==> src/rtl/button_cond.sv <==
// Pushbutton conditioner: per-button two-flop synchronizer, debounce counter and
// registered press pulse. Define BUTTON_REPEAT_EN to add auto-repeat on REPEAT_MASK buttons.
module button_cond #(
    parameter int unsigned DB_LIMIT      = 20000,
    parameter int unsigned REPEAT_DELAY  = 500000,
    parameter int unsigned REPEAT_PERIOD = 100000,
    parameter logic [5:0]  REPEAT_MASK   = 6'b000011
) (
    input  logic       clk,
    input  logic       rst,
    input  logic [5:0] btn_n_i,
    output logic [5:0] held_o,
    output logic [5:0] press_o
);

    localparam logic [19:0] DB_MAX = 20'(DB_LIMIT - 1);

    logic [5:0]  sync1;
    logic [5:0]  sync2;
    logic [19:0] db_cnt [6];
    logic [5:0]  db_flip;
    logic [5:0]  rise;
    logic [5:0]  fire;

    // A flip happens on the edge where the counter has already seen DB_LIMIT-1
    // differing samples and the current sample still differs.
    always_comb begin
        db_flip = '0;
        for (int i = 0; i < 6; i++) begin
            db_flip[i] = (sync2[i] != held_o[i]) && (db_cnt[i] == DB_MAX);
        end
        rise = db_flip & ~held_o;
    end

    always_ff @(posedge clk) begin
        if (rst) begin
            sync1 <= '0;
            sync2 <= '0;
            for (int i = 0; i < 6; i++) begin
                db_cnt[i] <= '0;
            end
        end else begin
            sync1 <= ~btn_n_i;
            sync2 <= sync1;
            for (int i = 0; i < 6; i++) begin
                if (sync2[i] == held_o[i] || db_flip[i]) begin
                    db_cnt[i] <= '0;
                end else begin
                    db_cnt[i] <= db_cnt[i] + 20'd1;
                end
            end
        end
    end

`ifdef BUTTON_REPEAT_EN
    localparam int unsigned REP_MAX = (REPEAT_DELAY > REPEAT_PERIOD) ? REPEAT_DELAY : REPEAT_PERIOD;
    localparam int unsigned RW      = (REP_MAX < 2) ? 1 : $clog2(REP_MAX + 1);
    localparam logic [RW-1:0] DELAY_LAST  = RW'(REPEAT_DELAY - 1);
    localparam logic [RW-1:0] PERIOD_LAST = RW'(REPEAT_PERIOD - 1);

    logic [RW-1:0] rep_cnt [6];
    logic [5:0]    rep_first;
    logic [5:0]    rep_fire;

    // Repeats only while the button stays held through this edge; the edge
    // on which held_o clears never repeats.
    always_comb begin
        rep_fire = '0;
        for (int i = 0; i < 6; i++) begin
            rep_fire[i] = REPEAT_MASK[i] && held_o[i] && !db_flip[i] &&
                          (rep_cnt[i] == (rep_first[i] ? DELAY_LAST : PERIOD_LAST));
        end
        fire = rise | rep_fire;
    end

    always_ff @(posedge clk) begin
        if (rst) begin
            rep_first <= '0;
            for (int i = 0; i < 6; i++) begin
                rep_cnt[i] <= '0;
            end
        end else begin
            for (int i = 0; i < 6; i++) begin
                if (!REPEAT_MASK[i]) begin
                    rep_cnt[i]   <= '0;
                    rep_first[i] <= 1'b0;
                end else if (rise[i]) begin
                    rep_cnt[i]   <= '0;
                    rep_first[i] <= 1'b1;
                end else if (!held_o[i] || db_flip[i] || rep_fire[i]) begin
                    rep_cnt[i]   <= '0;
                    rep_first[i] <= 1'b0;
                end else begin
                    rep_cnt[i] <= rep_cnt[i] + RW'(1);
                end
            end
        end
    end
`else
    always_comb begin
        fire = rise;
    end
`endif

    always_ff @(posedge clk) begin
        if (rst) begin
            held_o  <= '0;
            press_o <= '0;
        end else begin
            held_o  <= held_o ^ db_flip;
            press_o <= fire;
        end
    end

endmodule

==> config.mk <==
export PLATFORM = sky130hd
export DESIGN_NAME = button_cond
export DESIGN_NICKNAME = d
export VERILOG_FILES = /design/src/rtl/button_cond.sv
export SDC_FILE = /design/constraint.sdc
export NUM_CORES = 1
export LEC_CHECK = 0
export CAP_MARGIN = 20
export CORE_ASPECT_RATIO = 0.75
export CORE_MARGIN = 2
export CORE_UTILIZATION = 40
export DETAILED_ROUTE_END_ITERATION = 10
export GPL_TIMING_DRIVEN = 0
export SLEW_MARGIN = 10
export SYNTH_ARGS = -nofsm -noshare
export SYNTH_HDL_FRONTEND = slang
export SYNTH_SLANG_ARGS = --single-unit
==> constraint.sdc <==
create_clock -name clk -period 4.5 [get_ports clk]
set_clock_uncertainty 0.05 [all_clocks]
set_input_delay 1.35 -clock clk [delete_from_list [all_inputs] [get_ports clk]]
set_output_delay 1.35 -clock clk [all_outputs]
set_load 0.01 [all_outputs]
==> qor.csv <==
metric,value,unit
drt drc,0,
CTS tree,done,
adder-cell share of the synthesized area,1.01,%
"Async S/R FF share, synth",0,%
Hold Path Depth,1,
RSZ-0062 raised after global routing,no,
Fin Hold WS,0.393,ns
"critical path fanouts, max",10,
crit end category,register,
top_reg_cell synth,edfxtp_1,
Core ar.,18300,um^2
slowest CP cell,clkdlybuf4s50_1,
clock power share,46.9,%
worst vdd ir,224,uV
cts repair resizes,0,
Layout area overhead,21.0,%
Top Ports,20,
CP arrival,3.24,ns
Fin. Hold Viols,0,
number of hold buffers added after cts,0,
largest family of logic cells by synthesized area,simple AND/OR/NAND/NOR gates,
port buffer count,19,
Std-Cell Rows,43,
CTS Buf Count,17,
post-detailed-route via-to-cell ratio,4.95,
post-synthesis compound-gate area fraction,6.52,%
die height,122,um
total wire length,14200,um
die area,19700,um^2
library cells used by synthesis,43,
Worst Hold Class,reg -> reg,
LEAKAGE,2.98,nW
Setup Buffers After CTS,0,
worst r2r src,db_cnt[1][0],
Psw,0.000657,W
hold wc startpoint,sync1[1],
Setup CP Type,in -> reg,
fill count,1734,
post-DP HPWL,9910,um
sequential share of power,49.4,%
layout cell share with drive strength beyond 1,4.91,%
mux cell area share after synthesis,0,%
XOR/XNOR share of the synthesized area,9.65,%
vias,5552,
Top Usage Layer GRT,met1,
Final #Nets,876,
met3 usage,3.95,%
main area contributors after synthesis,"edfxtp_1, dfxtp_1, nor2_1",
Int Pwr,0.00248,W
final worst-path cycle share,69.8,%
"Seq/Total Area, Yosys",54.9,%
gr ovfl total,0,
Worst path most repeated cell,nor2_1,
H-tree Lvls,4,
clock slew seen by the registers of the worst setup and hold paths,0.06,ns
R2R cell count,7,
Mapped Area,7440,um^2
pwr dens,349,nW/um^2
vias in the first global route,5140,
FF-to-FF End,db_cnt[1][9],
synthesized flop and latch total,144,
Synth Area in Simple Gates,25.9,%
Fmax,0.318,GHz
clk root buf,clkbuf_16,
CP peak stage delay,0.63,ns
Worst Path Required,4.59,ns
setup TNS,0,ns
count of flip-flops with a built-in enable after synthesis,120,
synthesized area per cell,10.6,um^2
Starting DRT DRC Count,287,
endpoints failing setup,0,
ANT nets after route,0,
worst-margin pin slew,0.817,ns
flop2flop setup slack,1.60,ns
Initial Utilization,40.6,%
Rel. slew slack,45.2,%
largest net degree at the start of global routing,17,
top cell type's share of synthesized area,48.4,%
Switching Share,20.9,%
GRT Overall Usage,15.4,%
status,"finished, final reports clean",
worst-path cell chain,"clkdlybuf4s50_1, buf_6, nor2_1, o21ai_1, clkbuf_1, nor2_1",
final core utilization,49.1,%
Final Total Pwr,0.00314,W
Yosys Warn Count,0,
Final GP Congestion,0.789,
Mapped Cells,705,
Clock Path Buffers,2,
Synth area leader,edfxtp_1,
Skew-Pair Late Insertion Delay,0.41,ns
met2 usage,22.5,%
M1 GR Usage,22.8,%
DRT Pass-1 Iters,5,
Max Cap Viol,0,
clock sink total,144,
Tmin final,3.14,ns
first-pass GRT wire length,24400,um
combinational share of power,3.7,%
Hold EP,sync2[1],
antenna violations before repair,0,
Final Max Slew Viols,0,
average wire per standard cell,12.7,um
CP Launch Type,primary input,
# diodes,0,
Die Span X,162,um
## metal layers
metal	wire (um)	vias up	part of all wire (%)
met5	0	-	0
met4	122	0	0.86
met3	442	9	3.1
li1	-	2863	-
met1	7600	2606	54
met2	6030	74	42
## cells in the mapped netlist, drive strengths merged, types with 15 or more instances
cell    number
nand4       41
dfxtp       24
nand2       33
clkbuf      19
nor2       101
o21ai       25
or4         21
nand3       45
xor2        43
a21oi       37
edfxtp     120
nor4        25
xnor2       39
nor3        15
or3         23
o31ai       17
## registers in the layout (all words and copies together) (netlist names), named ones only
| signal | flops |
|---|---|
| sync2 | 6 |
| sync1 | 6 |
| db_cnt | 120 |
| press_o | 6 |
## power groups by stage
stage	clock network [W]	registers (W)	logic, W
after detailed placement	0	0.00158	0.000113
after global routing	0.00156	0.00156	0.000134
after global placement	0	0.00158	0.000113
after floorplan	0	0.00156	0.0000893
after CTS	0.00151	0.00155	0.000114
final	0.00147	0.00155	0.000116
## cell usage in the layout, fill, tap and decap left out, types with 21 or more instances in the layout
cell,netlist,layout
nand4_1,39,39
xnor2_1,39,39
conb_1,1,120
nor2_1,101,101
nand2_1,33,33
nor4_1,25,25
clkbuf_1,18,21
a21oi_1,37,37
xor2_1,43,43
dfxtp_1,24,24
nand3_1,45,45
or3_1,22,22
edfxtp_1,120,120
## final cells by class
type                       instances  area (um^2)  area share [%]
buffer                            22          103            1.14
clock buffer                      21          450            5.00
clock inverter                    11          164            1.82
inverter                          13         48.8           0.542
multi-input combinational        645         3660            40.6
sequential                       144         4080            45.4
tap                              247          309            3.43
timing repair buffer              19          190            2.11
## worst max-delay path, delay by kind of cell
kind | cells | cell delay [ns]
buffers and inverters | 3 | 1.28
AND/OR/NAND/NOR | 2 | 0.16
AO/OA/AOI/OAI | 1 | 0.44
## worst max path at each step
stage               start       endpoint  slack, ns
finish                rst   db_cnt[1][9]       1.36
global route          rst   db_cnt[1][9]       1.21
global placement      rst  db_cnt[1][10]       0.94
floorplan             rst  db_cnt[1][10]       2.05
CTS                   rst   db_cnt[1][9]       1.36
detailed placement    rst   db_cnt[1][9]       0.94
## per-stage QoR
step | instances | cell area, um^2 | setup slack, ns
after floorplan | 824 | 7890 | 2.05
after global placement | 1090 | 8390 | 0.936
after detailed placement | 1090 | 8390 | 0.938
after CTS | 1122 | 9000 | 1.36
after global routing | 1122 | 9000 | 1.21
final | 1122 | 9000 | 1.36
## kinds of logic after synthesis
group / after synthesis
DFF: 144
other: 1
and+or+nand+nor: 355
buffers and inverters: 35
adders and majority gates: 6
AOI/OAI and AO/OA: 82
xor gates and xnor gates: 82
Note: power is estimated with default switching activity, not from simulation.
